--- src/rtl/prod_burst_accumulator_pkg.sv ---
// Shared types and constants for the burst accumulator that sits behind the
// multiply-by-8 unit.
package prod_burst_accumulator_pkg;

  localparam int PROD_W = 7;

  typedef enum logic [1:0] {
    S_IDLE  = 2'd0,
    S_ACCUM = 2'd1,
    S_DONE  = 2'd2
  } state_e;

  // Smallest accumulator width that cannot wrap for a burst of count products.
  function automatic int min_sum_w(input int count);
    return PROD_W + $clog2(count);
  endfunction

endpackage

--- src/rtl/prod_burst_accumulator_if.sv ---
// Product input stream and held sum output stream of the burst accumulator.
// The accumulator takes the slave modport; its upstream/downstream neighbours take master.
interface prod_burst_accumulator_if
  import prod_burst_accumulator_pkg::*;
#(
  parameter int SUM_W = 10
);

  logic              in_valid;
  logic [PROD_W-1:0] in_data;
  logic              in_ready;
  logic [SUM_W-1:0]  sum;
  logic              out_valid;
  logic              out_ready;

  modport master (
    output in_valid,
    output in_data,
    output out_ready,
    input  in_ready,
    input  sum,
    input  out_valid
  );

  modport slave (
    input  in_valid,
    input  in_data,
    input  out_ready,
    output in_ready,
    output sum,
    output out_valid
  );

endinterface

--- src/rtl/prod_burst_accumulator.sv ---
// Sums COUNT products per burst, one per cycle; sum/out_valid appear the cycle after the last
// handshake and are held until out_ready; in_ready is low outside ACCUM, so input stalls there.
module prod_burst_accumulator
  import prod_burst_accumulator_pkg::*;
#(
  parameter int COUNT = 8,
  parameter int SUM_W = 10
) (
  input  logic                     clk,
  input  logic                     rst_n,
  input  logic                     start,
  prod_burst_accumulator_if.slave  bus,
  output logic                     busy,
  output logic                     misalign
);

  localparam int CNT_W = $clog2(COUNT);
  localparam logic [CNT_W-1:0] CNT_LAST = CNT_W'(COUNT - 1);

  state_e           state_q, state_d;
  logic [SUM_W-1:0] acc_q, acc_d;
  logic [CNT_W-1:0] cnt_q, cnt_d;
  logic [SUM_W-1:0] sum_q, sum_d;
  logic             misalign_q, misalign_d;
  logic             busy_q, busy_d;
  logic             in_hs;
  logic [SUM_W-1:0] acc_inc;

  assign bus.in_ready  = (state_q == S_ACCUM);
  assign bus.out_valid = (state_q == S_DONE);
  assign bus.sum       = sum_q;
  assign busy          = busy_q;
  assign misalign      = misalign_q;

  assign in_hs   = bus.in_valid && (state_q == S_ACCUM);
  assign acc_inc = acc_q + SUM_W'(bus.in_data);

  always_comb begin
    state_d    = state_q;
    acc_d      = acc_q;
    cnt_d      = cnt_q;
    sum_d      = sum_q;
    misalign_d = misalign_q;

    case (state_q)
      S_IDLE: begin
        if (start) begin
          state_d    = S_ACCUM;
          acc_d      = '0;
          cnt_d      = '0;
          misalign_d = 1'b0;
        end
      end

      S_ACCUM: begin
        if (in_hs) begin
          acc_d = acc_inc;
          cnt_d = cnt_q + CNT_W'(1);
          if (bus.in_data[2:0] != 3'b000) begin
            misalign_d = 1'b1;
          end
          // The last product goes straight into the published sum.
          if (cnt_q == CNT_LAST) begin
            state_d = S_DONE;
            sum_d   = acc_inc;
          end
        end
      end

      S_DONE: begin
        if (bus.out_ready) begin
          if (start) begin
            state_d    = S_ACCUM;
            acc_d      = '0;
            cnt_d      = '0;
            misalign_d = 1'b0;
          end else begin
            state_d = S_IDLE;
          end
        end
      end

      default: begin
        state_d = S_IDLE;
      end
    endcase

    busy_d = (state_d != S_IDLE);
  end

  always_ff @(posedge clk or negedge rst_n) begin
    if (!rst_n) begin
      state_q    <= S_IDLE;
      acc_q      <= '0;
      cnt_q      <= '0;
      sum_q      <= '0;
      misalign_q <= 1'b0;
      busy_q     <= 1'b0;
    end else begin
      state_q    <= state_d;
      acc_q      <= acc_d;
      cnt_q      <= cnt_d;
      sum_q      <= sum_d;
      misalign_q <= misalign_d;
      busy_q     <= busy_d;
    end
  end

endmodule

--- src/flat_wrapper.sv ---
// flat-port wrapper written by rule: the top's interface ports become plain ports
module prod_burst_accumulator_flat import prod_burst_accumulator_pkg::*;
#(
  parameter int COUNT = 8,
  parameter int SUM_W = 10
)
  (clk, rst_n, start, busy, misalign, bus_in_valid, bus_in_data, bus_out_ready, bus_in_ready, bus_sum, bus_out_valid);
  prod_burst_accumulator_if #(.SUM_W(SUM_W)) bus_i ();
  input  logic clk;
  input  logic rst_n;
  input  logic start;
  output logic busy;
  output logic misalign;
  input wire logic [$bits(bus_i.in_valid)-1:0] bus_in_valid;
  input wire logic [$bits(bus_i.in_data)-1:0] bus_in_data;
  input wire logic [$bits(bus_i.out_ready)-1:0] bus_out_ready;
  output wire logic [$bits(bus_i.in_ready)-1:0] bus_in_ready;
  output wire logic [$bits(bus_i.sum)-1:0] bus_sum;
  output wire logic [$bits(bus_i.out_valid)-1:0] bus_out_valid;
  assign bus_i.in_valid = bus_in_valid;
  assign bus_i.in_data = bus_in_data;
  assign bus_i.out_ready = bus_out_ready;
  assign bus_in_ready = bus_i.in_ready;
  assign bus_sum = bus_i.sum;
  assign bus_out_valid = bus_i.out_valid;
  prod_burst_accumulator #(.COUNT(COUNT), .SUM_W(SUM_W)) u_core (.clk(clk), .rst_n(rst_n), .start(start), .bus(bus_i), .busy(busy), .misalign(misalign));
endmodule
--- config.mk ---
export PLATFORM = sky130hd
export DESIGN_NAME = prod_burst_accumulator_flat
export DESIGN_NICKNAME = d
export VERILOG_FILES = /design/src/rtl/prod_burst_accumulator_pkg.sv /design/src/rtl/prod_burst_accumulator_if.sv /design/src/rtl/prod_burst_accumulator.sv /design/src/flat_wrapper.sv
export SDC_FILE = /design/constraint.sdc
export NUM_CORES = 1
export LEC_CHECK = 0
export BUFFER_PORTS_ARGS = -buffer_cell sky130_fd_sc_hd__buf_2
export CAP_MARGIN = 5
export CELL_PAD_IN_SITES_DETAIL_PLACEMENT = 2
export CELL_PAD_IN_SITES_GLOBAL_PLACEMENT = 2
export CORE_MARGIN = 4
export CORE_UTILIZATION = 35
export DETAILED_ROUTE_END_ITERATION = 7
export GPL_ROUTABILITY_DRIVEN = 0
export PLACE_DENSITY = 0.79
export SKIP_LAST_GASP = 1
export SLEW_MARGIN = 0
export SYNTH_ARGS = -nofsm -noshare
export SYNTH_HDL_FRONTEND = slang
export SYNTH_SLANG_ARGS = --single-unit
--- constraint.sdc ---
create_clock -name clk -period 2.2 [get_ports clk]
set_input_delay 0.11 -clock clk [delete_from_list [all_inputs] [get_ports clk]]
set_output_delay 0.11 -clock clk [all_outputs]
set_load 0.02 [all_outputs]
==> flow_metrics.env <==
export IMPL_worstPathArrival_ps=2130
export IMPL_ys_flop_type="dfrtp_1"
export IMPL_r2r_end="u_core.bus.sum[8]"
export IMPL_area_growth_pct=14.0
export IMPL_cp_max_fo=3
export IMPL_clkLatencyLatePin_ps=270
export IMPL_synthTopCellsByCount="27 x dfrtp_1, 22 x nand2_1, 13 x a21oi_1"
export IMPL_reg2reg_from="u_core.acc_q[0]"
export IMPL_cts_tree="built"
export IMPL_whs_endpoint="u_core.busy"
export IMPL_fmax_ghz=0.509
export IMPL_post_cts_buffers=0
export IMPL_synth_most_common_cell="dfrtp_1"
export IMPL_ctsRootBufferMaster="clkbuf_8"
export IMPL_die_area_um2=5210
export IMPL_cp_start_kind="register"
export IMPL_hold_viol=0
export IMPL_peakVddDrop_mv=0.614
export IMPL_ant_nets=0
export IMPL_ios=26
export IMPL_synth_area_um2=1440
export IMPL_post_place_ws_ps=230
export IMPL_cellPowerDensity_nw_per_um2=1350
export IMPL_dr_first_iter_drc_count=33
export IMPL_cts_clk_slew_worst_paths_ps=90
export IMPL_ys_warn_count=0
export IMPL_max_cap_violations=0
export IMPL_synth_async_sr_flop_share=1.00
export IMPL_regArea_um2=676
export IMPL_synth_cell_types=34
export IMPL_nets=185
export IMPL_hp_class="primary input to register"
export IMPL_drc=0
export IMPL_end_kind="register"
export IMPL_synth_edf_count=0
export IMPL_die_width_um=72.2
export IMPL_finalMaxSlewViolations=0
export IMPL_period_share=0.892
export IMPL_grt_pass1_wl_um=6270
export IMPL_antenna_found_initial=0
export IMPL_std_cell_rows=23
export IMPL_avgViaCountPerCell=5.21
export IMPL_start_util=0.361
export IMPL_clock_sinks=27
export IMPL_synth_seq_cells=27
export IMPL_multi_input_area_um2=722
export IMPL_drt_wl_total_um=3620
export IMPL_finalClockSkew_ps=1.95
export IMPL_grtUsageTotal=0.156
export IMPL_grt_overflow=0
export IMPL_p_leak_uw=0.000792
export IMPL_cp_required_ps=2370
export IMPL_drive_gt1_frac=0.228
export IMPL_fillCellCount=439
export IMPL_first_global_vias=1232
export IMPL_num_vias=1105
export IMPL_cts_made_buffers=3
export IMPL_yosysSeqAreaShare=0.468
export IMPL_grt_max_degree=28
export IMPL_synth_avg_cell_area_um2=10.6
export IMPL_hold_depth=3
export IMPL_drt_first_pass_iters=4
export IMPL_hold_path_startpoint="start"
export IMPL_diodes=0
export IMPL_synth_top_area_share=0.468
export IMPL_synth_top_cell_by_area="dfrtp_1"
export IMPL_finalCriticalPeriod_ps=1960
export IMPL_post_dp_hpwl_um=2610
export IMPL_clockBufferDepth=2
export IMPL_wl_per_cell_um=17.1
export IMPL_maxSlewHeadroom=0.583
export IMPL_cts_resized=0
export IMPL_port_buffers=25
export IMPL_setup_viol=0
export IMPL_netlist_top_cells_area="dfrtp_1 47%, ha_1 7.8%, nand2_1 5.7%, a21oi_1 4.5%, o21ai_0 3.1%"
export IMPL_r2r_cells=7
export IMPL_h_tree_depth=1
export IMPL_tightest_slew_ps=625
export IMPL_dieHeight_um=72.2
export IMPL_tns_ps=0
export IMPL_syn_nets=158
export IMPL_rsz0062_at_grt="no"
export IMPL_cts_hold_buf=1
export IMPL_setup_slack_ps=237
export IMPL_rrSetupSlack_ps=240
export IMPL_outcome="completed"
export IMPL_core_um2=4000
export IMPL_synthCells=136
export IMPL_worstSetupPathType="register to register"
-- worst max-delay path, cell delays in order (launching register included) --
cell and delay (ps):
dfrtp_1 400, ha_1 220, fa_1 430, a211oi_1 290, o211ai_1 150, nand2_1 120
xor2_1 180, o21ai_2 60
-- power breakdown --
part	total [uW]	switching [uW]	internal [uW]
clock	289	159	130
sequential	819	133	686
combinational	1110	666	448
total	2220	958	1260
-- logic make-up (layout without fill, tap and decap cells) --
logic type | after synthesis | in the layout | synth area share
AO/OA/AOI/OAI | 47 | 47 | 0.198
XOR/XNOR | 8 | 8 | 0.0486
adder cells (fa/ha/maj) | 10 | 10 | 0.0919
buffers and inverters | 5 | 31 | 0.0312
flip-flops | 27 | 27 | 0.468
multiplexers | 3 | 3 | 0.0278
AND/OR/NAND/NOR | 36 | 36 | 0.134
-- final cells by class --
cell class / count / share of cell area
clock buffer: 4 / 0.0274
sequential: 27 / 0.411
multi-input combinational: 104 / 0.439
inverter: 1 / 0.00228
timing repair buffer: 26 / 0.0822
tap: 50 / 0.0381
-- worst max path at each step --
| stage | startpoint | endpoint | slack, ps | cells after the start |
|---|---|---|---|---|
| global route | u_core.acc_q[0] | u_core.bus.sum[8] | 80 | 7 |
| detailed placement | u_core.acc_q[0] | u_core.bus.sum[8] | 230 | 7 |
| CTS | u_core.acc_q[0] | u_core.bus.sum[8] | 220 | 7 |
| floorplan | u_core.acc_q[0] | u_core.bus.sum[8] | 430 | 7 |
| finish | u_core.acc_q[0] | u_core.bus.sum[8] | 240 | 7 |
| global placement | u_core.acc_q[0] | u_core.bus.sum[8] | 300 | 7 |
-- sequential cells by signal, indices dropped and copies added, names as in the netlist --
signal,cells
u_core.state_q,2
u_core.cnt_q,3
u_core.bus.sum,10
u_core.misalign,1
u_core.acc_q,10
u_core.busy,1
-- per-stage QoR --
step / util / cell area [um^2] / power, uW / std cells / hold slack [ps]
5_1_grt: 0.411 / 1640 / 2420 / 212 / 88.3
3_5_place_dp: 0.397 / 1590 / 1940 / 207 / 172
6_report: 0.411 / 1640 / 2220 / 212 / 96.5
2_1_floorplan: - / 1440 / 1640 / 136 / -186
3_3_place_gp: 0.397 / 1590 / 1850 / 207 / 157
4_1_cts: 0.411 / 1640 / 2250 / 212 / 94.1
-- routing by layer --
layer,vias to the layer above,track usage,routed length [um]
met4,0,0.0626,44
met3,4,0.0194,102
met2,17,0.263,1870
met5,-,0,0
met1,554,0.201,1610
li1,530,-,-
-- layout by cell type, fill, tap and decap left out, drive strengths merged --
cell type / count
mux2i: 1
and2: 1
o21bai: 1
xor2: 4
dfrtp: 27
inv: 1
fa: 1
and2b: 2
clkbuf: 4
nor2: 4
o21a: 1
o31ai: 2
a211oi: 1
ha: 9
dlygate4sd3: 1
mux2: 2
a22o: 4
xnor2: 4
nor3b: 1
nand3: 1
nor2b: 3
o211ai: 2
nand2: 23
a21o: 2
or3: 1
buf: 25
o21ba: 1
o21ai: 20
a21oi: 13
Power figures use the tool's default switching activity.
